$ cat src/rtl/apb_master_bridge.sv
// apb_master_bridge
// Converts a single-outstanding core data-memory request into a two-phase
// APB transfer (SETUP then ACCESS). The target slave is decoded from a 64 KB
// peripheral window, with 4 KB per slave. Wait states are bounded by a
// timeout, and the core receives one registered completion pulse with an
// error flag and the read data.
module apb_master_bridge #(
  parameter int          NUM_SLAVES = 4,
  parameter logic [31:0] BASE_ADDR  = 32'h1000_0000,
  parameter int          TIMEOUT    = 16
) (
  input  logic                       clk,
  input  logic                       reset,
  // Core side
  input  logic                       cpu_req,
  input  logic                       cpu_we,
  input  logic [31:0]                cpu_addr,
  input  logic [31:0]                cpu_wdata,
  input  logic [3:0]                 cpu_be,
  output logic [31:0]                cpu_rdata,
  output logic                       cpu_ready,
  output logic                       cpu_err,
  // APB side
  output logic [31:0]                PADDR,
  output logic                       PWRITE,
  output logic [31:0]                PWDATA,
  output logic [3:0]                 PSTRB,
  output logic                       PENABLE,
  output logic [NUM_SLAVES-1:0]      PSEL,
  input  logic [NUM_SLAVES*32-1:0]   PRDATA,
  input  logic [NUM_SLAVES-1:0]      PREADY
);

  // The wait counter must be able to hold TIMEOUT itself, so it never wraps.
  localparam int                CNT_W        = $clog2(TIMEOUT + 1);
  localparam logic [CNT_W-1:0]  TIMEOUT_C    = CNT_W'(TIMEOUT);
  localparam logic [4:0]        NUM_SLAVES_C = 5'(NUM_SLAVES);

  typedef enum logic [1:0] {
    IDLE,
    SETUP,
    ACCESS,
    RESP
  } state_t;

  state_t            state;
  state_t            state_next;
  logic [3:0]        idx_q;
  logic [CNT_W-1:0]  wait_cnt;
  logic [CNT_W-1:0]  cnt_inc;

  logic              addr_hit;
  logic              mapped;
  logic [31:0]       sel_rdata;
  logic              sel_ready;
  logic              go_resp;
  logic              resp_err;
  logic [31:0]       resp_rdata;

  // The upper half selects the peripheral window, and bits [15:12] select
  // the slave. Slave indices beyond NUM_SLAVES count as unmapped.
  assign addr_hit = (cpu_addr[31:16] == BASE_ADDR[31:16]);
  assign mapped   = addr_hit && ({1'b0, cpu_addr[15:12]} < NUM_SLAVES_C);
  assign cnt_inc  = wait_cnt + CNT_W'(1);

  // Route only the selected slave's ready and data; other slaves are ignored.
  always_comb begin
    // NOTE: every combinational output gets a default before the case/loop;
    // a path that leaves one unassigned would infer a latch.
    sel_rdata = '0;
    sel_ready = 1'b0;
    for (int i = 0; i < NUM_SLAVES; i++) begin
      if (idx_q == 4'(i)) begin
        sel_rdata = PRDATA[i*32 +: 32];
        sel_ready = PREADY[i];
      end
    end
  end

  // Next-state logic and the response that is captured on entry to RESP.
  always_comb begin
    state_next = state;
    resp_err   = 1'b0;
    resp_rdata = '0;
    case (state)
      IDLE: begin
        if (cpu_req) begin
          if (mapped) begin
            state_next = SETUP;
          end else begin
            state_next = RESP;
            resp_err   = 1'b1;
          end
        end
      end
      SETUP: begin
        state_next = ACCESS;
      end
      ACCESS: begin
        // A ready that coincides with the last allowed wait cycle still
        // completes normally. This is why ready is tested first.
        if (sel_ready) begin
          state_next = RESP;
          resp_rdata = PWRITE ? 32'h0 : sel_rdata;
        end else if (cnt_inc == TIMEOUT_C) begin
          state_next = RESP;
          resp_err   = 1'b1;
        end
      end
      RESP: begin
        state_next = IDLE;
      end
      default: begin
        state_next = IDLE;
      end
    endcase
  end

  // RESP is only ever entered from another state, so this is a single pulse.
  assign go_resp = (state_next == RESP);

  // State register.
  always_ff @(posedge clk or negedge reset) begin
    if (!reset) begin
      state <= IDLE;
    end else begin
      // NOTE: sequential state uses non-blocking assignments so every flop
      // samples pre-edge values regardless of statement order.
      state <= state_next;
    end
  end

  // Wait counter: restarted for each transfer, advances on each
  // not-ready ACCESS cycle.
  always_ff @(posedge clk or negedge reset) begin
    if (!reset) begin
      wait_cnt <= '0;
    end else if (state_next == SETUP) begin
      wait_cnt <= '0;
    end else if (state == ACCESS && !sel_ready) begin
      wait_cnt <= cnt_inc;
    end
  end

  // Capture the request in IDLE. The bus then stays stable until the next
  // request, whatever the core does to its inputs in the meantime.
  always_ff @(posedge clk or negedge reset) begin
    if (!reset) begin
      // NOTE: these datapath registers are reset as well as the state,
      // because their values are directly visible on the APB outputs.
      PADDR  <= '0;
      PWRITE <= 1'b0;
      PWDATA <= '0;
      PSTRB  <= '0;
      idx_q  <= '0;
    end else if (state == IDLE && cpu_req) begin
      PADDR  <= cpu_addr;
      PWRITE <= cpu_we;
      PWDATA <= cpu_wdata;
      PSTRB  <= cpu_we ? cpu_be : 4'h0;
      idx_q  <= cpu_addr[15:12];
    end
  end

  // Registered completion to the core. rdata persists until the next
  // completion. err is only meaningful alongside ready.
  always_ff @(posedge clk or negedge reset) begin
    if (!reset) begin
      cpu_ready <= 1'b0;
      cpu_err   <= 1'b0;
      cpu_rdata <= '0;
    end else begin
      cpu_ready <= go_resp;
      if (go_resp) begin
        cpu_err   <= resp_err;
        cpu_rdata <= resp_rdata;
      end else begin
        cpu_err   <= 1'b0;
      end
    end
  end

  // Bus phase strobes come from the state register only, so reset removes
  // them immediately.
  always_comb begin
    PSEL = '0;
    for (int i = 0; i < NUM_SLAVES; i++) begin
      PSEL[i] = (state == SETUP || state == ACCESS) && (idx_q == 4'(i));
    end
  end

  assign PENABLE = (state == ACCESS);

endmodule

$ cat config.mk
export PLATFORM = sky130hd
export DESIGN_NAME = apb_master_bridge
export DESIGN_NICKNAME = d
export VERILOG_FILES = /design/src/rtl/apb_master_bridge.sv
export SDC_FILE = /design/constraint.sdc
export NUM_CORES = 1
export LEC_CHECK = 0
export ABC_AREA = 1
export CAP_MARGIN = 20
export CORE_MARGIN = 3
export CORE_UTILIZATION = 42
export DETAILED_ROUTE_END_ITERATION = 16
export PLACE_DENSITY = 0.94
export SLEW_MARGIN = 20
export SYNTH_ARGS = -nofsm -noshare
export SYNTH_HDL_FRONTEND = slang
export SYNTH_SLANG_ARGS = --single-unit
export TNS_END_PERCENT = 20
$ cat constraint.sdc
create_clock -name clk -period 4 [get_ports clk]
set_input_delay 0.4 -clock clk [delete_from_list [all_inputs] [get_ports clk]]
set_output_delay 0.4 -clock clk [all_outputs]
set_load 0.01 [all_outputs]
After elaboration in Yosys (flattened, before gate mapping)
Index checks and enable logic that the tools add are counted.
Storage, ports and cells
  output and inout bits: 108
  word-level logic and storage cells: 59
  input bits: 204
  bits in registers: 114
Cells by class
  equal/unequal tests: 10
  $lt $le $gt $ge: 1
  $add $sub $neg: 1
  reductions and logical operators: 12
  multiplexer cells: 25
Operators with widths (number)
  32-bit two-way mux: 7
  16-bit by 13-bit equality test with 1-bit output (second input constant): 1
  5-bit two-way mux: 2
  1-bit two-way mux: 9
  4-bit by 2-bit equality test with 1-bit output (second input constant): 2
  2-bit two-way mux: 4
  2-bit case mux with 4 select lines: 1
  1-bit logical AND: 7
  2-bit equality test (second input constant): 3
  5-bit by 1-bit adder with 5-bit output (second input constant): 1
  5-bit equality test (second input constant): 1
  2-bit by 1-bit equality test with 1-bit output (second input constant): 2
  4-bit by 1-bit equality test with 1-bit output (second input constant): 1
  4-bit logical NOT: 1
  4-bit by 3-bit < comparator with 1-bit output (second input constant): 1
  4-bit two-way mux: 1
  2-bit logical NOT: 1
  1-bit case mux with 2 select lines: 1
  2-bit nonzero test: 1
  1-bit logical NOT: 1
  1-bit logical OR: 1

Logic depth before layout (Yosys ltp)
Gate-level depths: netlist of the first run.
  depth after elaboration: 9
  gate-level depth with buffers: 12
  mapped depth without buffers: 11

Worst setup path after synthesis of the first run
Ideal clock, no wire load.
  path kind: register to register
  start point: register, netlist name PADDR[13]
  end point: register cpu_rdata[22]
  data arrival time: 1516 ps
  setup slack: 2361 ps
  buffers on the path: 2
  stages on the path, launching flop included: 11
  setup time: 123 ps
  clock period less this slack: 1639 ps
  cells stage by stage: dfrtp_1 -> buf_4 -> nor2_2 -> nand3_1 -> nand2_1 -> nor2_4 -> nand3_2 -> nand2_4 -> buf_2 -> o21ai_0 -> nand2_1
RTL lines
  end signal: assignment: line 176  | cpu_rdata <= resp_rdata;
  end: declaration: line 20  | output logic [31:0] cpu_rdata,

==> results of run 1 <==
## cell usage after synthesis, types with 2 or more instances
cell type	number	area, um^2
nand2_1	338	1270
dfrtp_1	110	2750
nand3_1	74	370
nor2_1	61	229
inv_1	51	191
o22ai_1	31	194
o21ai_0	29	145
clkbuf_1	22	82.6
o21ai_1	20	100
buf_2	15	75.1
buf_1	3	11.3
buf_6	3	33.8
ha_1	3	37.5
a21oi_1	2	10.0
buf_4	2	15.0
inv_2	2	7.51
nor2_2	2	12.5
nor4_1	2	12.5
xor2_1	2	17.5
## registers in the layout, indices dropped and copies added (netlist names)
name and count:
PADDR 32, PSTRB 4, PWDATA 32, PWRITE 1, cpu_err 1, cpu_rdata 32, cpu_ready 1, state 2
wait_cnt 5
## area by class of cell
| class | count | area [um^2] |
|---|---|---|
| fill | 980 | 3760 |
| timing repair buffer | 322 | 3200 |
| sequential | 110 | 2750 |
| multi-input combinational | 573 | 2500 |
| clock buffer | 9 | 225 |
| tap | 172 | 215 |
| inverter | 54 | 203 |
| clock inverter | 7 | 72.6 |
## worst max-delay path by stage
stage / start / endpoint / slack (ns) / depth (start not counted)
6_report: PADDR[15] / PSEL[2] / 1.29 / 6
5_1_grt: PADDR[15] / PSEL[3] / 1.19 / 6
4_1_cts: PADDR[15] / PSEL[2] / 1.29 / 6
3_5_place_dp: cpu_addr[31] / wait_cnt[3] / 1.39 / 11
3_3_place_gp: cpu_addr[31] / wait_cnt[2] / 1.52 / 11
2_1_floorplan: PADDR[13] / cpu_rdata[22] / 2.36 / 10
## layout by cell type, fill, tap and decap left out, drive strengths merged
cell type / n
clkinvlp: 2
ha: 3
buf: 12
and2: 1
nor3: 2
o22ai: 31
nand2: 339
inv: 54
clkinv: 4
nand3b: 1
o21ai: 49
nand4: 1
nor4: 2
nor2: 65
a21oi: 2
bufinv: 1
xor2: 2
clkdlybuf4s50: 310
nand3: 75
dfrtp: 110
clkbuf: 9
## layer usage
layer  up-vias  track usage, %  part of all wire (%)
met3        38            6.13                   8.6
met5         -               0                     0
li1       3043               -                     -
met4         0            10.9                   3.2
met1      2838            28.2                    36
met2       271            46.3                    52
## through the flow
| stage | utilization (%) | hold slack [ns] | area, um^2 | worst slack, ns |
|---|---|---|---|---|
| 2_1_floorplan | - | 0.104 | 5670 | 2.36 |
| 3_3_place_gp | 68.5 | 0.460 | 8850 | 1.52 |
| 3_5_place_dp | 68.5 | 0.464 | 8850 | 1.39 |
| 4_1_cts | 70.8 | 0.214 | 9150 | 1.29 |
| 5_1_grt | 70.9 | 0.251 | 9170 | 1.19 |
| 6_report | 70.9 | 0.177 | 9170 | 1.29 |
## power by group
group	leakage (nW)	switching, mW	internal [mW]
Sequential	1.43	0.275	1.55
Clock	0.142	0.406	0.487
Combinational	2.74	1.90	1.46
Total	4.31	2.58	3.50
## cell families after synthesis
group           synth area share (%)
simple gates                    35.0
flops                           48.6
buf+inv                         7.50
compound gates                  7.92
fa+ha+maj                      0.662
xor+xnor                       0.309
==> reports/qor.yml, run 1 <==
critical_path:
  cp_max_fo: 40
  crit_chain: "nor2_2 -> buf_4 -> nand2_1 -> buf_4 -> nor2_1 -> clkdlybuf4s50_1"
  cp.required_ns: 3.60
  critPathLaunchType: "flop"
  timing.rr.start: "PADDR[15]"
  r2r_end: "cpu_rdata[22]"
  arrival_ns: 2.31
  critical_path_buf_inv_count: 3
  r2r_setup_slack_ns: 1.64
  reg2reg_depth: 10
  crit_top_cell: "buf_4"
  cp_slowest_cell: "clkdlybuf4s50_1"
  end_kind: "output pin"
  critPathTopFamily: "buffers and inverters"
  crit_path_max_incr_delay_ns: 0.55
  critPathKind: "flop to output pin"
cts:
  hold_buffers: 0
  cts_setup_buffers: 0
  cts_resized: 0
  clk_latency_ns: 0.34
  clockRootBuffer: "clkbuf_16"
  cts.sinks: 110
  clock_path_buffers: 2
  cts_buffers: 9
  cts.htree.levels: 3
  clkTransAtPathRegs_ns: 0.08
  tritoncts: "done"
final_layout:
  area_growth_syn_to_layout_pct: 61.7
  nNetsFinal: 1277
  drive_gt1_share_pct: 3.72
  num_antenna_cells: 0
  fin_cells: 1247
timing:
  setup_viol: 0
  slew-limit-headroom_pct: 40.9
  tightest_slew_ns: 0.886
  fin_crit_sh_pct: 67.8
  rsz0062_at_grt: "no"
  hold_viol_final: 0
  maxSlewViolCount: 0
  fmax_ghz: 0.369
  setup_tns_ns: 0
  skew_ns: 0.00978
  min_period_ns: 2.71
floorplan:
  die_h_um: 122
  dieArea_mm2: 0.0149
  die_w_um: 122
  core-area_mm2: 0.0129
  ios: 312
  start_util_pct: 43.9
  rows: 41
place:
  dp.cells: 1230
  globalplace.congestion: 0.804
  place.detailed.hpwl_mm: 15.0
  numPortBuffers: 311
logic_synthesis:
  synth_cell_types: 30
  synth_top_flop_cell: "dfrtp_1"
  synth_edf_count: 0
  ys_ff_latch: 110
  ys_async_sr_fraction_pct: 100
  syn_area_per_cell_um2: 7.24
  synthCells: 783
  yosys_warnings: 0
  syn_area_mm2: 0.00567
  syn_nets: 990
  ys_seq_area_share_pct: 48.6
flow_run:
  cap_violations: 0
detailed_routing:
  postRouteAntennaNets: 0
  drtIter0Drc: 392
  drc_errors: 0
  drt_pass1_iterations: 5
  wire_per_inst_um: 15.5
  via_count: 6190
  vias_per_cell: 4.96
  routed_wl_mm: 19.3
pwr:
  finalPower_mw: 6.08
  p_leak_nw: 4.31
  max-vdd-ir-drop_v: 0.000336
  power_density_mw_per_mm2: 664
global_routing:
  grt_pass1_wl_mm: 30.0
  antenna_found_initial: 0
  grt_overflow: 0
  grt_max_degree: 79
  track_usage_pct: 25.4
  grt_pass1_vias: 6070
status:
  run_status: "complete, no violations"
worst_hold_path:
  hp-class: "primary input to asynchronous set/reset pin"
No activity file was read; power rests on OpenSTA's default activity.
==> run 2: changes to the inputs <==
--- a/config.mk
+++ b/config.mk
@@ -8,9 +8,9 @@
 export ABC_AREA = 1
 export CAP_MARGIN = 20
 export CORE_MARGIN = 3
-export CORE_UTILIZATION = 42
+export CORE_UTILIZATION = 39
 export DETAILED_ROUTE_END_ITERATION = 16
-export PLACE_DENSITY = 0.94
+export PLACE_DENSITY = 0.89
 export SLEW_MARGIN = 20
 export SYNTH_ARGS = -nofsm -noshare
 export SYNTH_HDL_FRONTEND = slang
==> constraint.sdc (replaced) <==
create_clock -name clk -period 2.69 [get_ports clk]
set_input_delay 0.269 -clock clk [delete_from_list [all_inputs] [get_ports clk]]
set_output_delay 0.269 -clock clk [all_outputs]
set_load 0.01 [all_outputs]
==> run 2 against run 1 <==
Net effect:
- setup slack got worse by 0.89 ns
- wire length down 1.9%
- flip-flop and latch count unchanged
- clock-buffer cell count did not move
- combinational power grew 50%
- register-to-register slack worse by 1.1 ns
- final area grew 0.98%
- global-route usage fell by 2.3 points
- die area grew 7.3%
- sequential share of layout area down 0.29 points
- power up 51%
- largest power group unchanged
- highest routed layer unchanged
==> reports/qor.yml, run 2 (synthesized netlist as in run 1, its figures left out) <==
pwr:
  power_density_mw_per_mm2: 993  # was 664 mW/mm^2
  p_leak_nw: 4.35  # was 4.31 nW
  max-vdd-ir-drop_v: 0.000495  # was 0.000336 V
final_layout:
  final_common_cell: "nand2_1"  # unchanged
  final_cell_mix: "337 x nand2_1, 310 x clkdlybuf4s50_1, 110 x dfrtp_1"  # was 336 x nand2_1, 310 x clkdlybuf4s50_1, 110 x dfrtp_1
  drive_gt1_share_pct: 3.89  # was 3.72%
  num_antenna_cells: 0  # unchanged
  reg_top3: "PADDR x32, PWDATA x32, cpu_rdata x32"  # unchanged
  area_growth_syn_to_layout_pct: 63.3  # was 61.7%
  nNetsFinal: 1281  # was 1277
  final_util_pct: 65.9  # was 70.9%
timing:
  slew-limit-headroom_pct: 52.1  # was 40.9%
  skew_ns: 0.0116  # was 0.00978 ns
  maxSlewViolCount: 0  # unchanged
  fmax_ghz: 0.436
  setup_tns_ns: 0  # unchanged
  tightest_slew_ns: 0.718  # was 0.886 ns
  rsz0062_at_grt: "no"  # unchanged
  hold_viol_final: 0  # unchanged
  min_period_ns: 2.29
  setup_viol: 0  # unchanged
  fin_crit_sh_pct: 85.2
cts:
  clock_path_buffers: 2  # unchanged
  cts_resized: 0  # unchanged
  cts_setup_buffers: 0  # unchanged
  hold_buffers: 1  # was 0
  cts.sinks: 110  # unchanged
  cts.htree.levels: 3  # unchanged
  tritoncts: "done"  # unchanged
  clkTransAtPathRegs_ns: 0.08  # about the same
  clockRootBuffer: "clkbuf_16"  # unchanged
  clk_latency_ns: 0.34  # about the same
  cts_buffers: 9  # unchanged
critical_path:
  arrival_ns: 2.02  # was 2.31 ns
  end_kind: "output pin"  # unchanged
  critPathLaunchType: "flop"  # unchanged
  cp.required_ns: 2.42  # was 3.60 ns
  reg2reg_depth: 9  # was 10
  cp_max_fo: 4  # was 40
  critPathKind: "flop to output pin"  # unchanged
floorplan:
  rows: 43  # was 41
  core-area_mm2: 0.0140  # was 0.0129 mm^2
  start_util_pct: 40.4  # was 43.9%
  die_h_um: 127  # was 122 um
  ios: 312  # unchanged
  dieArea_mm2: 0.0160  # was 0.0149 mm^2
  die_w_um: 127  # was 122 um
detailed_routing:
  vias_per_cell: 4.89  # was 4.96
  via_count: 6154  # was 6190
  wire_per_inst_um: 15.0  # was 15.5 um
  postRouteAntennaNets: 0  # unchanged
  drt_pass1_iterations: 5  # unchanged
  routed_wl_mm: 18.9  # was 19.3 mm
  drtIter0Drc: 367  # was 392
  drc_errors: 0  # unchanged
place:
  place.detailed.hpwl_mm: 14.8  # was 15.0 mm
  numPortBuffers: 311  # unchanged
  globalplace.congestion: 0.859  # was 0.804
worst_hold_path:
  hold_depth: 3
  hp-class: "primary input to flop"  # was primary input to asynchronous set/reset pin
global_routing:
  grt_pass1_wl_mm: 30.2  # was 30.0 mm
  antenna_found_initial: 0  # unchanged
  track_usage_pct: 23.1  # was 25.4%
  grt_pass1_vias: 6078  # was 6070
  grt_max_degree: 79  # unchanged
  grt_overflow: 0  # unchanged
flow_run:
  cap_violations: 0  # unchanged
status:
  run_status: "complete, no violations"  # unchanged
-- run 2: worst max-delay path: stages (launching register included) --
cell and delay (ns):
dfrtp_1 0.37, inv_1 0.07, ha_1 0.30, inv_1 0.10, nor4_1 0.23, clkdlybuf4s50_1 0.60
-- run 2: layout make-up --
cell class	count	area [um^2]
clock buffer	9	225
clock inverter	7	105
fill	1165	4780
inverter	54	203
multi-input combinational	573	2500
sequential	110	2750
tap	180	225
timing repair buffer	326	3250
-- run 2: per-stage QoR --
step / instance area (um^2) / std cells / hold WS, ns / total power [mW] / worst slack, ns
2_1_floorplan: 5670 / 783 / -0.0266 / 5.49 / 1.05
3_3_place_gp: 8920 / 1242 / 0.306 / 7.66 / 0.545
3_5_place_dp: 8920 / 1242 / 0.306 / 7.80 / 0.507
4_1_cts: 9260 / 1259 / 0.438 / 9.28 / 0.373
5_1_grt: 9260 / 1259 / 0.447 / 9.89 / 0.220
6_report: 9260 / 1259 / 0.452 / 9.19 / 0.399
-- run 2: final timing paths --
kind | startpoint | slack, ns | end
max | state[0] | 0.40 | PSEL[0]
min | cpu_wdata[6] | 0.45 | PWDATA[6]
max reg2reg | state[0] | 0.54 | cpu_rdata[4]
min reg2reg | PADDR[17] | 0.48 | PADDR[17]
max in group asynchronous | reset | 1.56 | PADDR[29]
min in group asynchronous | reset | 0.46 | cpu_rdata[8]
-- run 2: power breakdown --
group	switching [mW]	total, mW	leakage [nW]	internal [mW]
clock network	0.622	1.45	0.159	0.832
registers	0.404	2.71	1.43	2.31
logic	2.82	5.03	2.77	2.21
-- run 2: layer usage --
layer / vias to the layer above / global-route usage [%] / wire length [um]
met5: - / 0 / 0
met4: 0 / 7.38 / 505
met3: 31 / 4.34 / 1480
met2: 291 / 41.8 / 9710
met1: 2770 / 27.8 / 7210
li1: 3062 / - / -
